### src/rtl/i2c_txn_sequencer.sv
// Register-level read/write sequencer driving a byte-level I2C master engine.
// Optional NACK retry is enabled by defining I2C_SEQ_RETRY_EN.
module i2c_txn_sequencer #(
    parameter int TIMEOUT_CYC = 4000000
`ifdef I2C_SEQ_RETRY_EN
    ,
    parameter int MAX_RETRY = 3
`endif
) (
    input  logic       clock,
    input  logic       reset,
    input  logic       req_valid,
    output logic       req_ready,
    input  logic       req_rw,
    input  logic [6:0] req_addr,
    input  logic [7:0] req_reg,
    input  logic [7:0] req_wdata,
    output logic       rsp_valid,
    input  logic       rsp_ready,
    output logic [7:0] rsp_rdata,
    output logic [1:0] rsp_err,
    output logic       eng_go,
    output logic       eng_start,
    output logic       eng_stop,
    output logic       eng_rw,
    output logic [7:0] eng_dataW,
    input  logic       eng_ack,
    input  logic       eng_nack,
    input  logic       eng_to,
    input  logic [7:0] eng_dataR
);

    localparam int WDW = $clog2(TIMEOUT_CYC + 1);

    typedef enum logic [2:0] {
        S_IDLE, S_ADDR_W, S_REG, S_WDATA,
        S_RSTART, S_RDATA, S_STOP, S_RESP
    } state_t;

    state_t state_q, state_d, nxt;
    logic           rw_q, rw_d;
    logic [6:0]     addr_q, addr_d;
    logic [7:0]     reg_q, reg_d;
    logic [7:0]     wdata_q, wdata_d;
    logic [WDW-1:0] wd_q, wd_d;
    logic           req_ready_q, req_ready_d;
    logic           rsp_valid_q, rsp_valid_d;
    logic [7:0]     rsp_rdata_q, rsp_rdata_d;
    logic [1:0]     rsp_err_q, rsp_err_d;
    logic           eng_go_q, eng_go_d;
    logic           eng_start_q, eng_start_d;
    logic           eng_stop_q, eng_stop_d;
    logic           eng_rw_q, eng_rw_d;
    logic [7:0]     eng_dataW_q, eng_dataW_d;
    logic           enter;
    logic           expired;

`ifdef I2C_SEQ_RETRY_EN
    localparam int RTW = (MAX_RETRY < 1) ? 1 : $clog2(MAX_RETRY + 1);
    logic [RTW-1:0] retry_q, retry_d;
`endif

    assign expired = (wd_q == WDW'(TIMEOUT_CYC));

    always_comb begin
        case (state_q)
            S_ADDR_W: nxt = S_REG;
            S_REG:    nxt = rw_q ? S_RSTART : S_WDATA;
            S_RSTART: nxt = S_RDATA;
            default:  nxt = S_STOP;
        endcase
    end

    always_comb begin
        state_d     = state_q;
        rw_d        = rw_q;
        addr_d      = addr_q;
        reg_d       = reg_q;
        wdata_d     = wdata_q;
        wd_d        = wd_q;
        req_ready_d = req_ready_q;
        rsp_valid_d = rsp_valid_q;
        rsp_rdata_d = rsp_rdata_q;
        rsp_err_d   = rsp_err_q;
        eng_go_d    = 1'b0;
        eng_start_d = eng_start_q;
        eng_stop_d  = eng_stop_q;
        eng_rw_d    = eng_rw_q;
        eng_dataW_d = eng_dataW_q;
        enter       = 1'b0;
`ifdef I2C_SEQ_RETRY_EN
        retry_d     = retry_q;
`endif
        case (state_q)
            S_IDLE: begin
                req_ready_d = 1'b1;
                if (req_valid && req_ready_q) begin
                    rw_d        = req_rw;
                    addr_d      = req_addr;
                    reg_d       = req_reg;
                    wdata_d     = req_wdata;
                    req_ready_d = 1'b0;
                    rsp_rdata_d = '0;
                    rsp_err_d   = '0;
                    state_d     = S_ADDR_W;
                    enter       = 1'b1;
`ifdef I2C_SEQ_RETRY_EN
                    retry_d     = '0;
`endif
                end
            end
            S_ADDR_W, S_REG, S_WDATA, S_RSTART, S_RDATA: begin
                if (!eng_go_q) begin
                    wd_d = wd_q + WDW'(1);
                    if (eng_to || expired) begin
                        rsp_err_d = 2'b10;
                        state_d   = S_STOP;
                        enter     = 1'b1;
                    end else if (eng_nack) begin
                        rsp_err_d = 2'b01;
                        state_d   = S_STOP;
                        enter     = 1'b1;
                    end else if (eng_ack) begin
                        if (state_q == S_RDATA) rsp_rdata_d = eng_dataR;
                        state_d = nxt;
                        enter   = 1'b1;
                    end
                end
            end
            S_STOP: begin
                // Stop-phase faults never overwrite the transaction's error.
                if (!eng_go_q) begin
                    wd_d = wd_q + WDW'(1);
                    if (eng_ack || expired) begin
                        eng_start_d = 1'b0;
                        eng_stop_d  = 1'b0;
                        eng_rw_d    = 1'b0;
                        eng_dataW_d = '0;
                        state_d     = S_RESP;
                        rsp_valid_d = 1'b1;
`ifdef I2C_SEQ_RETRY_EN
                        if (rsp_err_q == 2'b01 &&
                            retry_q < RTW'(MAX_RETRY)) begin
                            retry_d     = retry_q + RTW'(1);
                            rsp_err_d   = '0;
                            rsp_valid_d = 1'b0;
                            state_d     = S_ADDR_W;
                            enter       = 1'b1;
                        end
`endif
                    end
                end
            end
            S_RESP: begin
                if (rsp_ready) begin
                    rsp_valid_d = 1'b0;
                    rsp_rdata_d = '0;
                    rsp_err_d   = '0;
                    req_ready_d = 1'b1;
                    state_d     = S_IDLE;
                end
            end
            default: state_d = S_IDLE;
        endcase

        if (enter) begin
            eng_go_d    = 1'b1;
            wd_d        = '0;
            eng_start_d = 1'b0;
            eng_stop_d  = 1'b0;
            eng_rw_d    = 1'b0;
            eng_dataW_d = '0;
            case (state_d)
                S_ADDR_W: begin
                    eng_start_d = 1'b1;
                    eng_dataW_d = {addr_d, 1'b0};
                end
                S_REG:   eng_dataW_d = reg_d;
                S_WDATA: eng_dataW_d = wdata_d;
                S_RSTART: begin
                    eng_start_d = 1'b1;
                    eng_dataW_d = {addr_d, 1'b1};
                end
                S_RDATA: eng_rw_d   = 1'b1;
                S_STOP:  eng_stop_d = 1'b1;
                default: ;
            endcase
        end
    end

    always_ff @(posedge clock) begin
        if (reset) begin
            state_q     <= S_IDLE;
            rw_q        <= 1'b0;
            addr_q      <= '0;
            reg_q       <= '0;
            wdata_q     <= '0;
            wd_q        <= '0;
            req_ready_q <= 1'b0;
            rsp_valid_q <= 1'b0;
            rsp_rdata_q <= '0;
            rsp_err_q   <= '0;
            eng_go_q    <= 1'b0;
            eng_start_q <= 1'b0;
            eng_stop_q  <= 1'b0;
            eng_rw_q    <= 1'b0;
            eng_dataW_q <= '0;
`ifdef I2C_SEQ_RETRY_EN
            retry_q     <= '0;
`endif
        end else begin
            state_q     <= state_d;
            rw_q        <= rw_d;
            addr_q      <= addr_d;
            reg_q       <= reg_d;
            wdata_q     <= wdata_d;
            wd_q        <= wd_d;
            req_ready_q <= req_ready_d;
            rsp_valid_q <= rsp_valid_d;
            rsp_rdata_q <= rsp_rdata_d;
            rsp_err_q   <= rsp_err_d;
            eng_go_q    <= eng_go_d;
            eng_start_q <= eng_start_d;
            eng_stop_q  <= eng_stop_d;
            eng_rw_q    <= eng_rw_d;
            eng_dataW_q <= eng_dataW_d;
`ifdef I2C_SEQ_RETRY_EN
            retry_q     <= retry_d;
`endif
        end
    end

    assign req_ready = req_ready_q;
    assign rsp_valid = rsp_valid_q;
    assign rsp_rdata = rsp_rdata_q;
    assign rsp_err   = rsp_err_q;
    assign eng_go    = eng_go_q;
    assign eng_start = eng_start_q;
    assign eng_stop  = eng_stop_q;
    assign eng_rw    = eng_rw_q;
    assign eng_dataW = eng_dataW_q;

endmodule

### config.mk
export PLATFORM = sky130hd
export DESIGN_NAME = i2c_txn_sequencer
export DESIGN_NICKNAME = d
export VERILOG_FILES = /design/src/rtl/i2c_txn_sequencer.sv
export SDC_FILE = /design/constraint.sdc
export NUM_CORES = 1
export LEC_CHECK = 0
export ABC_AREA = 1
export CAP_MARGIN = 20
export CORE_ASPECT_RATIO = 1.4
export CORE_UTILIZATION = 57
export CTS_CLUSTER_SIZE = 40
export DETAILED_ROUTE_END_ITERATION = 8
export PLACE_DENSITY = 0.85
export SLEW_MARGIN = 20
export SYNTH_ARGS = -nofsm -noshare
export SYNTH_HDL_FRONTEND = slang
export SYNTH_SLANG_ARGS = --single-unit
### constraint.sdc
create_clock -name clock -period 3 [get_ports clock]
set_input_delay 0.9 -clock clock [delete_from_list [all_inputs] [get_ports clock]]
set_output_delay 0.9 -clock clock [all_outputs]
set_load 0.02 [all_outputs]
# Word level (Yosys, flattened, before mapping)
# Cells that the tools add are included.
# totals
register_bits	73
in_bits	39
out_inout_bits	24
elab_cells	121
# op_classes
add_sub_neg	1
eq_ne	25
muxes	59
bitwise_logic	1
n_reduce_logical	20
# op_table
operator	n
$mux W8	15
$pmux W8 S4	1
$mux W3	9
$pmux W8 S3	1
$add A22 B1 Y22 const B	1
$eq A22 B22 Y1 const B	1
$eq A3 B3 Y1 const B	7
$mux W1	20
$ne A2 B2 Y1 const B	9
$mux W7	2
$eq A3 B2 Y1 const B	4
$pmux W3 S4	1
$mux W2	5
$pmux W3 S3	1
$reduce_and A8 Y1	1
$reduce_bool A2 Y1	4
$eq A3 B1 Y1 const B	2
$pmux W1 S2	3
$pmux W2 S3	1
$reduce_and A2 Y1	3
$reduce_or A6 Y1	1
$reduce_and A5 Y1	1
$reduce_or A5 Y1	1
$reduce_and A4 Y1	1
other kinds (9)	11

# Longest topological paths before layout
# depth
depth_word	11
mapped_depth	18

# Worst setup path before layout
# Ideal clock, no wire load.
# synth_timing
kind	input port to flip-flop
from	in eng_ack
to	reg eng_dataW_q[1], in the netlist eng_dataW[1]
t_arrival_ns	2.120
setup_slack_ns	0.811
path_stages	13
path_cell_list	inv_1 -> nor2_1 -> nand3_1 -> nand2_1 -> nand4_1 -> nand2_1 -> nand2_1 -> buf_4 -> o21ai_4 -> nand3_1 -> nand2_1 -> nand2_1 -> a21oi_2
# synth_via
elab_chain_len	8
word_cells_on_any_way	23
classes_between	5 x eq/ne; 14 x mux; 4 x reduce/logical
# synth_lines
element	line_no	source
from (decl)	27	input logic eng_ack,
$mux W3	123	end else if (eng_ack) begin
$mux W3	119	end else if (eng_nack) begin
$mux W3	115	if (eng_to || expired) begin
$mux W3	113	if (!eng_go_q) begin
$pmux W3 S4	94	case (state_q)
$eq A3 B3 Y1, or another cell as far along	173	case (state_d)
$pmux W8 S4	173	
$mux W8	166	if (enter) begin
to (signal assigned)	226	eng_dataW_q <= eng_dataW_d;
to (decl)	54	logic [7:0] eng_dataW_q, eng_dataW_d;
# Parallel ways exist; a longest one is shown, timed or not.
# A chain may end at the register's enable or synchronous reset.

# Worst setup path after layout
# layout_timing
from	in eng_ack
to	reg eng_dataW_q[2], in the netlist eng_dataW[2]
# Same word-level chain as after synthesis.

==> results by group <==
Min path
  – Worst Hold Class: reg -> reg
  – Hold Path Stages: 2

Clock tree
  – TritonCTS sink count: 73
  – Setup Fix Bufs, Post-CTS: 0
  – PostCTS Resize Cnt: 0
  – Maximum buffer depth of the clock tree: 2
  – Root Buffer: clkbuf_8
  – CTS tree: built
  – Skew-Pair Late Insertion Delay: 0.35 ns
  – Worst-path clk slew: 0.07 ns
  – Post-cts hold buffer count: 0
  – Htree depth: 3
  – Total CTS buffers: 9

STA
  – Post-route minimum period: approximately 2.7 ns
  – Max Slew Vio Count: 0
  – Final setup margin: around 0.34 ns
  – Max Fclk: 376 MHz
  – Clk_skew: about 0.007 ns
  – RSZ-0062 raised after global routing: false
  – Setup TNS: 0 ns
  – Endpoints failing setup: 0
  – Worst Tran Pin Value: 0.552 ns
  – Final Hold Viols: 0
  – Max transition margin: 63.2%
  – Period utilization: about nine tenths

Place
  – GPL Wtd Cong: just over 0.9
  – DP HPWL: about 6500 um
  – Post-Place Setup Slack: approximately 0.10 ns
  – PortBufs: between 60 and 70

Synth
  – Mapped Area: around 3700 um^2
  – Synth Register Bits: 73
  – Sequential-to-total area share from yosys stat: between 30% and 40%
  – Cells after synthesis: between 500 and 600
  – Yosys cell types: 39
  – Yosys Warn Count: 0
  – Syn nets: 589
  – Syn Area/Cell: just under 7 um^2

Floorplanning
  – Die width: 70.3 um
  – Initial Utilization: a little under 60%
  – Die Height: a little under 100 um
  – I/O Pins: 63
  – Die area: between 6000 and 7000 um^2
  – Core Footprint: approximately 6300 um^2
  – # rows: 34

Detailed routing
  – Total iterations of the first detailed-routing run: 5
  – Final ANT Viol Nets: 0
  – Overall routed net length: between 9000 and 10000 um
  – WL per Instance: 13.1 um
  – Drt drc: 0
  – Initial DRC count: ~280
  – Vias post-DR: between 3000 and 4000
  – Drt via density: 5.31

Global routing
  – First-pass GRT wire length: around 15000 um
  – Initial antenna violation count: 0
  – Global route overflow: 0
  – Total track usage: 27.2%
  – Pin count of the biggest net entering global routing: 50
  – Vias in the first global route: 3336

Job
  – Max-cap violation count: 0

Setup path
  – Crit-path max FO: 7
  – CP required: about 3.3 ns
  – Reg2Reg Depth: 16
  – Crit path kind: in -> reg
  – Crit end category: flop
  – Critical path data arrival time: slightly below 3 ns
  – CP startpoint kind: input port

Pwr
  – Worst vdd ir: roughly 410 uV
  – Combinational Power Share: 43.1%
  – Part of the power in the clock network: 24.9%
  – PwrDens: approximately 810 nW/um^2
  – Psw: ~1.5 mW
  – Switching Share: 40.2%
  – Internal: between 2 and 2.5 mW
  – Sequential power share: a little under a third
  – P_leak: around 2.0 nW

Finish
  – Final nets: between 600 and 700
  – Layout area overhead: 24.6%
  – Antenna Cells: 0
  – Proportion of layout cells with a drive suffix above 1: 9.39%

Outcome
  – Status: completed
## power groups by stage
stage	Sequential, mW	Combinational, mW	Clock (mW)
finish	1.20	1.62	0.937
global route	1.22	1.78	0.984
CTS	1.20	1.60	0.944
detailed placement	1.22	1.59	0
global placement	1.21	1.55	0
floorplan	1.29	1.08	0
## stage by stage
stage               std cells  instance area, um^2  power, mW  utilization, %  hold WS, ns
detailed placement        674                 4400       2.81            70.4        0.454
global placement          674                 4400       2.77            70.4        0.450
CTS                       690                 4640       3.75            74.3        0.466
floorplan                 548                 3730       2.37               -        0.430
finish                    690                 4640       3.76            74.3        0.465
global route              690                 4640       3.98            74.3        0.485
## path summary, 6_finish.rpt
kind	start	endpoint	slack, ns
worst max register to register	state_q[2]	eng_dataW[2]	0.44
worst min-delay path	rsp_rdata[4]	rsp_rdata[4]	0.46
worst max-delay path	eng_ack	eng_dataW[2]	0.34
worst min register to register	rsp_rdata[4]	rsp_rdata[4]	0.46
## Yosys cell counts (all sizes together)
master | number | area (um^2)
nand2 | 150 | 586
nor2 | 83 | 337
dfxtp | 73 | 1460
inv | 70 | 263
nand3 | 39 | 205
a21oi | 31 | 178
and2 | 22 | 138
nand4 | 16 | 100
buf | 11 | 72.6
nor3 | 11 | 60.1
o21ai | 8 | 55.1
xor2 | 7 | 61.3
xnor2 | 6 | 52.6
clkbuf | 5 | 18.8
ha | 2 | 25.0
nor3b | 2 | 15.0
nor4 | 2 | 12.5
o2111ai | 2 | 23.8
a211oi | 1 | 7.51
a41oi | 1 | 8.76
clkinv | 1 | 3.75
mux2i | 1 | 10.0
nand3b | 1 | 7.51
o211ai | 1 | 7.51
o21bai | 1 | 11.3
or2 | 1 | 6.26
## sequential cells by signal, summed over array words and instances (netlist names), 2 cells and up
signal / cells
rsp_rdata: 8
state_q: 3
rsp_err: 2
wd_q: 22
reg_q: 8
eng_dataW: 8
wdata_q: 8
addr_q: 7
## placed cells by master (no fill, tap or decap), drive strengths merged
cell type | Yosys | layout
or2 | 1 | 1
o211ai | 1 | 1
nor3b | 2 | 2
clkinvlp | 0 | 1
nor2 | 83 | 83
nand3 | 39 | 39
o21ai | 8 | 8
nor4 | 2 | 2
bufinv | 0 | 3
o21bai | 1 | 1
a211oi | 1 | 1
and2 | 22 | 22
o2111ai | 2 | 2
nand4 | 16 | 16
nand3b | 1 | 1
a41oi | 1 | 1
ha | 2 | 2
buf | 11 | 9
nand2 | 150 | 150
a21oi | 31 | 31
nor3 | 11 | 11
dfxtp | 73 | 73
clkdlybuf4s50 | 0 | 61
clkinv | 1 | 2
inv | 70 | 70
xor2 | 7 | 7
clkbuf | 5 | 11
mux2i | 1 | 1
xnor2 | 6 | 6
## cell families (layout without fill, tap and decap cells)
logic type,count (synthesis),after routing,share of synthesized area (%)
XOR/XNOR,13,13,3.06
adder cells (fa/ha/maj),2,2,0.671
buffers and inverters,87,157,9.60
AND/OR/NAND/NOR,327,327,39.4
multiplexers,1,1,0.269
AO/OA/AOI/OAI,45,45,7.82
flip-flops,73,73,39.2
## critical path, cell delays in order
cell and delay, ns:
clkdlybuf4s50_1 0.51, inv_1 0.08, nor2_1 0.14, buf_4 0.15, nand3_1 0.08, nand2_1 0.07
nand3_1 0.10, nand2_2 0.13, nand2_4 0.10, nor2_4 0.22, nand2_1 0.12, nand2_1 0.08
inv_1 0.04, nand2_1 0.05, nand2_1 0.06, a21oi_2 0.12
## layer usage
metal / up-vias / global-route usage [%] / part of all wire [%]
met3: 22 / 3.53 / 4.5
met2: 113 / 50.0 / 53
met1: 1669 / 30.6 / 40
met5: - / 0 / 0
met4: 0 / 11.8 / 2.1
li1: 1859 / - / -
## cell type report
cell class / count / area, um^2
Clock inverter: 5 / 103
Multi-Input combinational cell: 388 / 1910
Timing Repair Buffer: 70 / 676
Clock buffer: 11 / 141
Sequential cell: 73 / 1460
Inverter: 71 / 267
Fill cell: 510 / 1610
Tap cell: 72 / 90.1
Power figures use the tool's default switching activity.
